<file path="config.mk">
export PLATFORM = sky130hd
export DESIGN_NAME = seg_display_mux_flat
export DESIGN_NICKNAME = d
export VERILOG_FILES = /design/src/rtl/seg_pkg.sv /design/src/rtl/seg_display_mux_if.sv /design/src/rtl/seg_scan_timer.sv /design/src/rtl/seg_display_mux.sv /design/src/flat_wrapper.sv
export SDC_FILE = /design/constraint.sdc
export NUM_CORES = 1
export LEC_CHECK = 0
export BUFFER_PORTS_ARGS = -buffer_cell sky130_fd_sc_hd__buf_2
export CAP_MARGIN = 40
export CORE_MARGIN = 8
export CORE_UTILIZATION = 40
export CTS_CLUSTER_DIAMETER = 120
export DETAILED_ROUTE_END_ITERATION = 6
export GPL_TIMING_DRIVEN = 0
export HOLD_SLACK_MARGIN = 0.1
export PLACE_DENSITY_LB_ADDON = 0.3
export SLEW_MARGIN = 10
export SYNTH_ARGS = -nofsm -noshare
export SYNTH_HDL_FRONTEND = slang
export SYNTH_SLANG_ARGS = --single-unit
</file>
<file path="constraint.sdc">
create_clock -name clk_i -period 6.25 [get_ports clk_i]
set_clock_uncertainty 0.05 [all_clocks]
set_input_delay 0 -clock clk_i [delete_from_list [all_inputs] [get_ports clk_i]]
set_output_delay 0 -clock clk_i [all_outputs]
set_load 0.005 [all_outputs]
</file>
<file path="src/rtl/seg_pkg.sv">
// Shared seven-segment types, active-high glyph constants and the hex decoder.
// Bit 7 is the decimal point; bits 6:0 are segments g..a.
package seg_pkg;

    typedef logic [7:0] seg_t;

    localparam seg_t SEG_0     = 8'h3F;
    localparam seg_t SEG_1     = 8'h06;
    localparam seg_t SEG_2     = 8'h5B;
    localparam seg_t SEG_3     = 8'h4F;
    localparam seg_t SEG_4     = 8'h66;
    localparam seg_t SEG_5     = 8'h6D;
    localparam seg_t SEG_6     = 8'h7D;
    localparam seg_t SEG_7     = 8'h07;
    localparam seg_t SEG_8     = 8'h7F;
    localparam seg_t SEG_9     = 8'h6F;
    localparam seg_t SEG_A     = 8'h77;
    localparam seg_t SEG_B     = 8'h7C;
    localparam seg_t SEG_C     = 8'h39;
    localparam seg_t SEG_D     = 8'h5E;
    localparam seg_t SEG_E     = 8'h79;
    localparam seg_t SEG_F     = 8'h71;
    localparam seg_t SEG_ERR   = 8'h49;
    localparam seg_t SEG_BLANK = 8'h00;
    localparam seg_t SEG_DP    = 8'h80;

    function automatic seg_t hex_to_seg(input logic [3:0] hex);
        case (hex)
            4'h0: return SEG_0;
            4'h1: return SEG_1;
            4'h2: return SEG_2;
            4'h3: return SEG_3;
            4'h4: return SEG_4;
            4'h5: return SEG_5;
            4'h6: return SEG_6;
            4'h7: return SEG_7;
            4'h8: return SEG_8;
            4'h9: return SEG_9;
            4'hA: return SEG_A;
            4'hB: return SEG_B;
            4'hC: return SEG_C;
            4'hD: return SEG_D;
            4'hE: return SEG_E;
            default: return SEG_F;
        endcase
    endfunction

endpackage

</file>
<file path="src/rtl/seg_display_mux_if.sv">
// Value handshake, live display controls and both display output styles.
// The slave side is the display controller; the master side is the value producer.
interface seg_display_mux_if
    import seg_pkg::*;
#(
    parameter int NUM_DIGITS = 8
);
    logic [4*NUM_DIGITS-1:0] value_i;
    logic                    valid_i;
    logic                    ready_o;
    logic [NUM_DIGITS-1:0]   dp_i;
    logic                    lzb_en_i;
    logic [NUM_DIGITS-1:0]   blink_mask_i;
    logic                    err_i;
    seg_t [NUM_DIGITS-1:0]   segs_o;
    seg_t                    seg_mux_o;
    logic [NUM_DIGITS-1:0]   dig_sel_o;
    logic                    frame_o;

    modport master (
        output value_i, valid_i, dp_i, lzb_en_i, blink_mask_i, err_i,
        input  ready_o, segs_o, seg_mux_o, dig_sel_o, frame_o
    );

    modport slave (
        input  value_i, valid_i, dp_i, lzb_en_i, blink_mask_i, err_i,
        output ready_o, segs_o, seg_mux_o, dig_sel_o, frame_o
    );

endinterface

</file>
<file path="src/rtl/seg_scan_timer.sv">
// Digit-slot prescaler and scan index; boundary is combinational from the counters,
// asserted in the last cycle of the last digit slot of each frame.
module seg_scan_timer #(
    parameter int SCAN_DIV   = 50000,
    parameter int NUM_DIGITS = 8,
    parameter int IDX_W      = (NUM_DIGITS > 1) ? $clog2(NUM_DIGITS) : 1
) (
    input  logic             clk,
    input  logic             rst_n,
    output logic [IDX_W-1:0] idx,
    output logic             boundary
);
    localparam int PW = $clog2(SCAN_DIV);

    logic [PW-1:0] presc;
    logic          wrap;
    logic          last_digit;

    assign wrap       = (presc == PW'(SCAN_DIV - 1));
    assign last_digit = (idx == IDX_W'(NUM_DIGITS - 1));
    assign boundary   = wrap && last_digit;

    always_ff @(posedge clk or negedge rst_n) begin
        if (!rst_n) begin
            presc <= '0;
            idx   <= '0;
        end else if (wrap) begin
            presc <= '0;
            idx   <= last_digit ? '0 : idx + IDX_W'(1);
        end else begin
            presc <= presc + PW'(1);
        end
    end

endmodule

</file>
<file path="src/rtl/seg_display_mux.sv">
// Seven-segment controller: frame-synchronous value commit, LZB, blink, dp, error glyph.
// Static and multiplexed outputs are registered, one cycle behind the live state.
module seg_display_mux
    import seg_pkg::*;
#(
    parameter int NUM_DIGITS = 8,
    parameter int ACTIVE_LOW = 1,
    parameter int SCAN_DIV   = 50000,
    parameter int BLINK_DIV  = 32
) (
    input  logic               clk_i,
    input  logic               rst_ni,
    seg_display_mux_if.slave   bus
);
    localparam int   IDX_W = (NUM_DIGITS > 1) ? $clog2(NUM_DIGITS) : 1;
    localparam int   BW    = (BLINK_DIV > 1) ? $clog2(BLINK_DIV) : 1;
    localparam logic AL    = (ACTIVE_LOW != 0);
    localparam seg_t POL   = AL ? 8'hFF : 8'h00;
    localparam logic [8*NUM_DIGITS-1:0] POL_ALL = {NUM_DIGITS{POL}};

    logic [IDX_W-1:0]        idx;
    logic                    boundary;
    logic [4*NUM_DIGITS-1:0] pend_val, shown_val;
    logic [NUM_DIGITS-1:0]   pend_dp, shown_dp;
    logic                    ready_q;
    logic [BW-1:0]           blink_cnt;
    logic                    blink_phase;
    seg_t [NUM_DIGITS-1:0]   glyph;
    logic [3:0]              digit;
    logic                    nz_above;
    logic                    lz_blank;
    seg_t                    dp_seg;

    seg_scan_timer #(
        .SCAN_DIV   (SCAN_DIV),
        .NUM_DIGITS (NUM_DIGITS),
        .IDX_W      (IDX_W)
    ) u_scan (
        .clk      (clk_i),
        .rst_n    (rst_ni),
        .idx      (idx),
        .boundary (boundary)
    );

    assign bus.ready_o = ready_q;

    // A full pending slot (ready low) is the only thing a boundary commits, so a
    // transfer landing on a boundary cycle waits for the next one.
    always_ff @(posedge clk_i or negedge rst_ni) begin
        if (!rst_ni) begin
            pend_val  <= '0;
            pend_dp   <= '0;
            shown_val <= '0;
            shown_dp  <= '0;
            ready_q   <= 1'b1;
        end else if (boundary && !ready_q) begin
            shown_val <= pend_val;
            shown_dp  <= pend_dp;
            ready_q   <= 1'b1;
        end else if (ready_q && bus.valid_i) begin
            pend_val  <= bus.value_i;
            pend_dp   <= bus.dp_i;
            ready_q   <= 1'b0;
        end
    end

    always_ff @(posedge clk_i or negedge rst_ni) begin
        if (!rst_ni) begin
            blink_cnt   <= '0;
            blink_phase <= 1'b0;
        end else if (boundary) begin
            if (blink_cnt == BW'(BLINK_DIV - 1)) begin
                blink_cnt   <= '0;
                blink_phase <= ~blink_phase;
            end else begin
                blink_cnt <= blink_cnt + BW'(1);
            end
        end
    end

    always_comb begin
        glyph    = '0;
        digit    = '0;
        nz_above = 1'b0;
        lz_blank = 1'b0;
        dp_seg   = SEG_BLANK;
        for (int k = NUM_DIGITS - 1; k >= 0; k--) begin
            digit    = shown_val[4*k +: 4];
            dp_seg   = shown_dp[k] ? SEG_DP : SEG_BLANK;
            lz_blank = bus.lzb_en_i && (k != 0) && !nz_above && (digit == 4'h0);
            if (digit != 4'h0)
                nz_above = 1'b1;
            if (bus.err_i)
                glyph[k] = SEG_ERR;
            else if (blink_phase && bus.blink_mask_i[k])
                glyph[k] = SEG_BLANK;
            else if (lz_blank)
                glyph[k] = dp_seg;
            else
                glyph[k] = hex_to_seg(digit) | dp_seg;
        end
    end

    always_ff @(posedge clk_i or negedge rst_ni) begin
        if (!rst_ni) begin
            bus.segs_o    <= POL_ALL;
            bus.seg_mux_o <= POL;
            bus.dig_sel_o <= {NUM_DIGITS{AL}};
            bus.frame_o   <= 1'b0;
        end else begin
            bus.segs_o    <= glyph ^ POL_ALL;
            bus.seg_mux_o <= glyph[idx] ^ POL;
            bus.dig_sel_o <= (NUM_DIGITS'(1) << idx) ^ {NUM_DIGITS{AL}};
            bus.frame_o   <= boundary;
        end
    end

endmodule
</file>
<file path="src/flat_wrapper.sv">
// flat-port wrapper written by rule: the top's interface ports become plain ports
module seg_display_mux_flat import seg_pkg::*;
#(
    parameter int NUM_DIGITS = 8,
    parameter int ACTIVE_LOW = 1,
    parameter int SCAN_DIV   = 50000,
    parameter int BLINK_DIV  = 32
)
  (clk_i, rst_ni, bus_value_i, bus_valid_i, bus_dp_i, bus_lzb_en_i, bus_blink_mask_i, bus_err_i, bus_ready_o, bus_segs_o, bus_seg_mux_o, bus_dig_sel_o, bus_frame_o);
  seg_display_mux_if #(.NUM_DIGITS(NUM_DIGITS)) bus_i ();
  input  logic clk_i;
  input  logic rst_ni;
  input wire logic [$bits(bus_i.value_i)-1:0] bus_value_i;
  input wire logic [$bits(bus_i.valid_i)-1:0] bus_valid_i;
  input wire logic [$bits(bus_i.dp_i)-1:0] bus_dp_i;
  input wire logic [$bits(bus_i.lzb_en_i)-1:0] bus_lzb_en_i;
  input wire logic [$bits(bus_i.blink_mask_i)-1:0] bus_blink_mask_i;
  input wire logic [$bits(bus_i.err_i)-1:0] bus_err_i;
  output wire logic [$bits(bus_i.ready_o)-1:0] bus_ready_o;
  output wire logic [$bits(bus_i.segs_o)-1:0] bus_segs_o;
  output wire logic [$bits(bus_i.seg_mux_o)-1:0] bus_seg_mux_o;
  output wire logic [$bits(bus_i.dig_sel_o)-1:0] bus_dig_sel_o;
  output wire logic [$bits(bus_i.frame_o)-1:0] bus_frame_o;
  assign bus_i.value_i = bus_value_i;
  assign bus_i.valid_i = bus_valid_i;
  assign bus_i.dp_i = bus_dp_i;
  assign bus_i.lzb_en_i = bus_lzb_en_i;
  assign bus_i.blink_mask_i = bus_blink_mask_i;
  assign bus_i.err_i = bus_err_i;
  assign bus_ready_o = bus_i.ready_o;
  assign bus_segs_o = bus_i.segs_o;
  assign bus_seg_mux_o = bus_i.seg_mux_o;
  assign bus_dig_sel_o = bus_i.dig_sel_o;
  assign bus_frame_o = bus_i.frame_o;
  seg_display_mux #(.NUM_DIGITS(NUM_DIGITS), .ACTIVE_LOW(ACTIVE_LOW), .SCAN_DIV(SCAN_DIV), .BLINK_DIV(BLINK_DIV)) u_core (.clk_i(clk_i), .rst_ni(rst_ni), .bus(bus_i));
endmodule
</file>
Word level (Yosys, flattened, before mapping)
Memory sizes are Yosys's and may differ from the RTL's.
Cells that the tools add are included.
- register bits after elaboration: 187
- ROM bits: 896
- input bits: 53
- output and inout port bits: 82
- word-level logic and storage cells: 163
- memories kept: 8
- $add $sub $neg: 3
- magnitude comparators: 1
- equality and inequality tests: 3
- shift-type cells: 1
- multiplexer cells: 67
- bitwise logic cells: 13
- reductions and logical operators: 47
- memories (memory ; depth ; bits a word ; rd ports ; clocked after memory_dff ; wr ports ; line ; RTL):
    (name not given) ; 16 ; 7 ; 1 ; 0 ; 0 ; seg_pkg.sv:28 ; case (hex)
    (name not given) ; 16 ; 7 ; 1 ; 0 ; 0 ; seg_pkg.sv:28 ;
    (name not given) ; 16 ; 7 ; 1 ; 0 ; 0 ; seg_pkg.sv:28 ;
    (name not given) ; 16 ; 7 ; 1 ; 0 ; 0 ; seg_pkg.sv:28 ;
    (name not given) ; 16 ; 7 ; 1 ; 0 ; 0 ; seg_pkg.sv:28 ;
    (name not given) ; 16 ; 7 ; 1 ; 0 ; 0 ; seg_pkg.sv:28 ;
    +2 memories ; - ; - ; - ; - ; - ; - ;
- operators by type and width (cell ; number):
    $mux 8 ; 55
    $not 64->64 ; 1
    $or 8x8->8 ; 8
    $logic_not 4->1 ; 7
    $bmux 8 s3 ; 1
    $logic_and 1x1->1 ; 24
    $reduce_bool 4->1 ; 6
    $add 16x1->16 const B ; 1
    $eq 16x16->1 const B ; 1
    $mux 16 ; 1
    $not 8->8 ; 2
    $mux 1 ; 8
    $shl 1x3->8 const A ; 1
    $logic_not 1->1 ; 7
    $add 5x1->5 const B ; 1
    $eq 5x5->1 const B ; 1
    $mux 5 ; 1
    $lt 3x4->1 const B ; 1
    $reduce_and 2->1 ; 2
    $add 3x1->3 const B ; 1
    $eq 3x3->1 const B ; 1
    $mux 3 ; 1
    $not 1->1 ; 2
    $reduce_bool 2->1 ; 1

Longest topological paths before layout
- word-level depth: 20
- mapped depth: 9
- depth with buffers taken out: 8

Modules after synthesis
Synthesis repeated with hierarchy kept, for this count alone.
- cells, all modules: 858
- area total of the unflattened synthesis: 9321.4 sq um
- modules (own cells, without submodules) (module ; times used ; cells an instance ; area an instance (sq um) ; seq. area each (sq um)):
    seg_display_mux ; 1 ; 777 ; 8423.1 ; 4305.4
    seg_scan_timer ; 1 ; 81 ; 898.4 ; 475.5

Least setup slack after synthesis
OpenSTA, ideal clock, no wires.
- path type: reg-to-reg
- from: register u_core.shown_val[24]
- to: register u_core.bus.seg_mux_o[4]
- setup time: 0.068 ns
- arrival: 2.064 ns
- required time: 6.132 ns
- slack: 4.068 ns
- cell stages (with the launch flop): 9
- path buffers: 0
- period minus slack after synthesis: 2.182 ns
- cell sequence: dfrtp_1 -> inv_1 -> ha_1 -> nor3b_4 -> nand4_2 -> o311a_4 -> a221oi_2 -> nor2_1 -> a2bb2oi_2
- longest elaborated chain between the ends: 15
- elaborated cells on any way between the ends: 49
- those cells by class: mux (28); bitwise (2); reduce/logical (18); memory (1)
- ends and longest elaborated chain (what ; line ; RTL):
    start, declared ; seg_display_mux.sv:23 ; logic [4*NUM_DIGITS-1:0] pend_val, shown_val;
    start signal, assigned ; seg_display_mux.sv:57 ; shown_val <= pend_val;
    parallel branches: the longest is 12 deep, another holds $mem_v2 16x7 ; - ;
    $bmux 8 s3 (*) ; seg_display_mux.sv:112 ; bus.seg_mux_o <= glyph[idx] ^ POL;
    $mux 8 (implied by the code) (*) ; seg_display_mux.sv:112 ;
    $not 8->8 (no source line) (*) ; - ;
    end signal, assigned ; seg_display_mux.sv:112 ;
    end, declared ; seg_display_mux_if.sv:27 ; output ready_o, segs_o, seg_mux_o, dig_sel_o, frame_o
Mark *: on every way between the ends. The select of a mux whose other input is x is not followed.
A chain may end at the register's enable or synchronous reset.

Worst setup path after layout
- from: register u_core.shown_val[16]
- to: register u_core.bus.seg_mux_o[6]
- longest elaborated chain between the ends: 13
- elaborated cells on any way between the ends: 35
- those cells by class: mux (20); bitwise (2); reduce/logical (12); memory (1)
- ends and longest elaborated chain (what ; line):
    parallel branches: the longest is 10 deep, another holds $mem_v2 16x7 ; -
    $bmux 8 s3 (*) ; seg_display_mux.sv:112
    $mux 8 (implied by the code) (*) ; seg_display_mux.sv:112
    $not 8->8 (no source line) (*) ; -
Marked as above.

==> impl_metrics.py <==
metrics = {
    "status": {
        "status": "finished, final reports clean",
    },
    "yosys": {
        "ys_ff_latch": 187,
        "yosysTopAreaCellShare_pct": 28.1,
        "synth_top_area_cell": "dfrtp_1",
        "seq_area_frac_synth_pct": 50.6,
        "synthFlopType": "dfrtp_1",
        "yosys_warnings": 0,
        "postSynthCellCount": 855,
        "syn_area_um2": 9450,
        "ys_types": 80,
        "synth_area_leaders": "dfrtp_1, dfstp_2, mux2_2",
        "synth_edf_count": 0,
        "avgSynthCellArea_um2": 11.1,
        "syn_nets": 963,
        "synthArstFlopShare_pct": 100,
    },
    "cts": {
        "tritoncts": "done",
        "worstSkewPairLatency_ns": 0.44,
        "clockBufferDepth": 2,
        "cts-root-buf": "clkbuf_16",
        "cts-htree-levels": 4,
        "cts.sinks": 187,
        "post_cts_resized": 0,
        "clkTransAtPathRegs_ns": 0.07,
        "post-cts-setup-buffers": 0,
        "numCtsBuffers": 17,
    },
    "floorplan": {
        "dieArea_um2": 28800,
        "core_area_um2": 23300,
        "die_y_um": 170,
        "die_w_um": 170,
        "std_cell_rows": 56,
        "start_util_pct": 40.5,
        "boundaryPins": 135,
    },
    "routing": {
        "initialDrtViolationCount": 424,
        "vias_per_cell": 5.15,
        "ant_nets": 0,
        "route.detailed.drc": 0,
        "drtPass1Iterations": 4,
        "vias": 7185,
        "wl_um": 25300,
        "avgRoutedWirePerCell_um": 18.1,
    },
    "sta": {
        "rsz0062_at_grt": "false",
        "period_share_pct": 43.4,
        "tightest_slew_ns": 0.782,
        "layout_min_cycle_time_ns": 2.71,
        "final_max_slew_viol_count": 0,
        "hold_viol": 0,
        "fmax_mhz": 369,
        "fin_ws_ns": 3.54,
        "relSlewSlack_pct": 47.9,
        "tns_ns": 0,
        "finalSetupViolCount": 0,
    },
    "placement": {
        "io_buffers": 134,
        "pre_cts_ws_ns": 3.61,
        "dp_hpwl_um": 19200,
        "gp_congestion": 0.924,
    },
    "critical_path": {
        "start_kind": "flop",
        "critPathRequiredTime_ns": 6.58,
        "reg2reg_depth": 8,
        "critPathKind": "reg -> reg",
        "path_max_fanout": 5,
        "crit_path_end_kind": "flop",
        "cp.arrival_ns": 3.04,
    },
    "cells_and_area": {
        "fillCellCount": 2126,
        "area_growth_pct": 23.5,
        "diodes": 0,
        "drive_gt1_share_pct": 33.4,
        "fin_nets": 1171,
    },
    "power_and_ir_drop": {
        "irDropWorstVdd_v": 0.000162,
        "p_per_area_nw_per_um2": 218,
        "leakage_uw": 0.00516,
    },
    "global_route": {
        "grt_start_max_net_pins": 101,
        "grt_usage_pct": 17.9,
        "grt_pass1_wl_um": 40000,
        "grt_pass1_vias": 7185,
        "grt-ovfl-total": 0,
        "antenna_found_initial": 0,
    },
    "min_path": {
        "min_path_type": "in -> async",
    },
    "job": {
        "maxCapViolations": 0,
    },
}
-- state kept, by name (all words and copies together) (netlist names) --
register              flops
u_core.bus.frame_o        1
u_core.bus.seg_mux_o      8
u_core.u_scan.idx         3
u_core.shown_val         32
u_core.bus.dig_sel_o      8
u_core.bus.segs_o        64
u_core.bus.ready_o        1
u_core.pend_val          32
u_core.blink_cnt          5
u_core.shown_dp           8
u_core.blink_phase        1
u_core.pend_dp            8
u_core.u_scan.presc      16
-- kinds of logic (layout without fill, tap and decap cells) --
group                    count (synthesis)  after routing  share of synthesized area (%)
AND/OR/NAND/NOR                        281            281                           14.5
multiplexers                            88             88                           11.0
buffers and inverters                   76            297                           3.38
XOR/XNOR                                15             15                           1.39
adder cells (fa/ha/maj)                 55             55                           7.28
AO/OA/AOI/OAI                          153            153                           11.8
flip-flops                             187            187                           50.6
-- worst paths after layout --
path                                                   from                           endpoint  slack [ns]
min in group clk_i                              bus_valid_i     u_core.bus.ready_o$_DFFE_PN1P_        0.20
hold reg to reg              u_core.shown_dp[5]$_DFFE_PN0P_    u_core.bus.segs_o[47]$_DFF_PN1_        0.37
hold / removal                                       rst_ni      u_core.pend_dp[4]$_DFFE_PN0P_        0.09
setup / recovery           u_core.shown_val[16]$_DFFE_PN0P_  u_core.bus.seg_mux_o[6]$_DFF_PN1_        3.54
setup reg to reg           u_core.shown_val[16]$_DFFE_PN0P_  u_core.bus.seg_mux_o[6]$_DFF_PN1_        3.54
max in group asynchronous                            rst_ni    u_core.bus.segs_o[18]$_DFF_PN1_        5.14
-- stage by stage --
stage | utilization (%) | instances | power [µW] | hold WS [ns] | cell area (µm²)
after global placement | 45.1 | 1308 | 1460 | 0.117 | 10500
after global routing | 50.0 | 1395 | 2650 | 0.146 | 11700
after floorplan | - | 855 | 1370 | -0.346 | 9450
final | 50.0 | 1395 | 2550 | 0.0861 | 11700
after CTS | 50.0 | 1395 | 2570 | 0.128 | 11700
after detailed placement | 45.3 | 1310 | 1470 | -0.00360 | 10600
-- layout make-up --
class / count / area [µm²] / share of cell area (%)
plain buffers: 45 / 203 / 1.74
clock buffers: 19 / 443 / 3.79
clock inverters: 13 / 140 / 1.20
inverters: 31 / 116 / 0.997
multi-input cells: 592 / 4350 / 37.3
flip-flops and latches: 187 / 4780 / 40.9
well taps: 319 / 399 / 3.42
repair buffers: 189 / 1240 / 10.6
-- where the power goes --
part	leakage (µW)	total [µW]	internal (µW)	switching (µW)
logic	0.00262	174	86.3	88.1
clock network	0.000288	1080	603	477
registers	0.00225	1300	1280	20.0
total	0.00516	2550	1960	585
-- cell usage in the layout, fill, tap and decap left out, types with 7 or more instances in the layout --
master / synthesis / layout
a21o_1: 7 / 7
a21oi_1: 22 / 22
a31oi_1: 7 / 7
and2_1: 7 / 7
buf_2: 9 / 142
clkbuf_1: 31 / 32
clkbuf_16: 0 / 17
dfrtp_1: 106 / 106
dfstp_2: 81 / 81
dlygate4sd3_1: 0 / 53
ha_1: 55 / 55
inv_1: 29 / 29
mux2_2: 70 / 70
mux2i_1: 12 / 12
nand2_1: 93 / 93
nand2b_1: 14 / 14
nand3_1: 26 / 26
nor2_1: 73 / 73
nor2b_1: 14 / 14
nor3_1: 9 / 9
o211ai_1: 12 / 12
o21ai_0: 34 / 34
xor2_1: 11 / 11
-- Yosys cell counts, drive strengths merged (7+ instances only) --
master	count
a31oi	7
nor3	9
xor2	11
nand3	26
clkbuf	31
a21oi	22
mux2	70
inv	30
nand2	94
nand2b	14
buf	14
o211ai	12
dfrtp	106
and2	7
dfstp	81
nand4	7
nor2b	14
o21ai	35
ha	55
a21o	7
o311ai	7
mux2i	12
nor2	74
-- routing by layer --
metal / GRT usage (%) / vias up / routed length [µm]
met3: 3.93 / 36 / 1520
met4: 5.35 / 0 / 380
met5: 0 / - / 0
li1: - / 3432 / -
met2: 26.8 / 227 / 11300
met1: 25.4 / 3490 / 12100
-- worst max-delay path: stages (launching register included) --
cell and delay (ns):
dfrtp_1 0.43, inv_1 0.18, ha_1 0.22, nor3b_1 0.42, nand4_2 0.26, o31ai_2 0.51, a221oi_1 0.21, o21ai_0 0.22
o32a_1 0.17
-- timing repair --
| action | 4_1_cts | 5_1_grt |
|---|---|---|
| hold buffers | 53 | 0 |
| endpoints found under the hold margin | 205 | 0 |
| setup endpoints to repair | 0 | 0 |
Power figures use the tool's default switching activity.
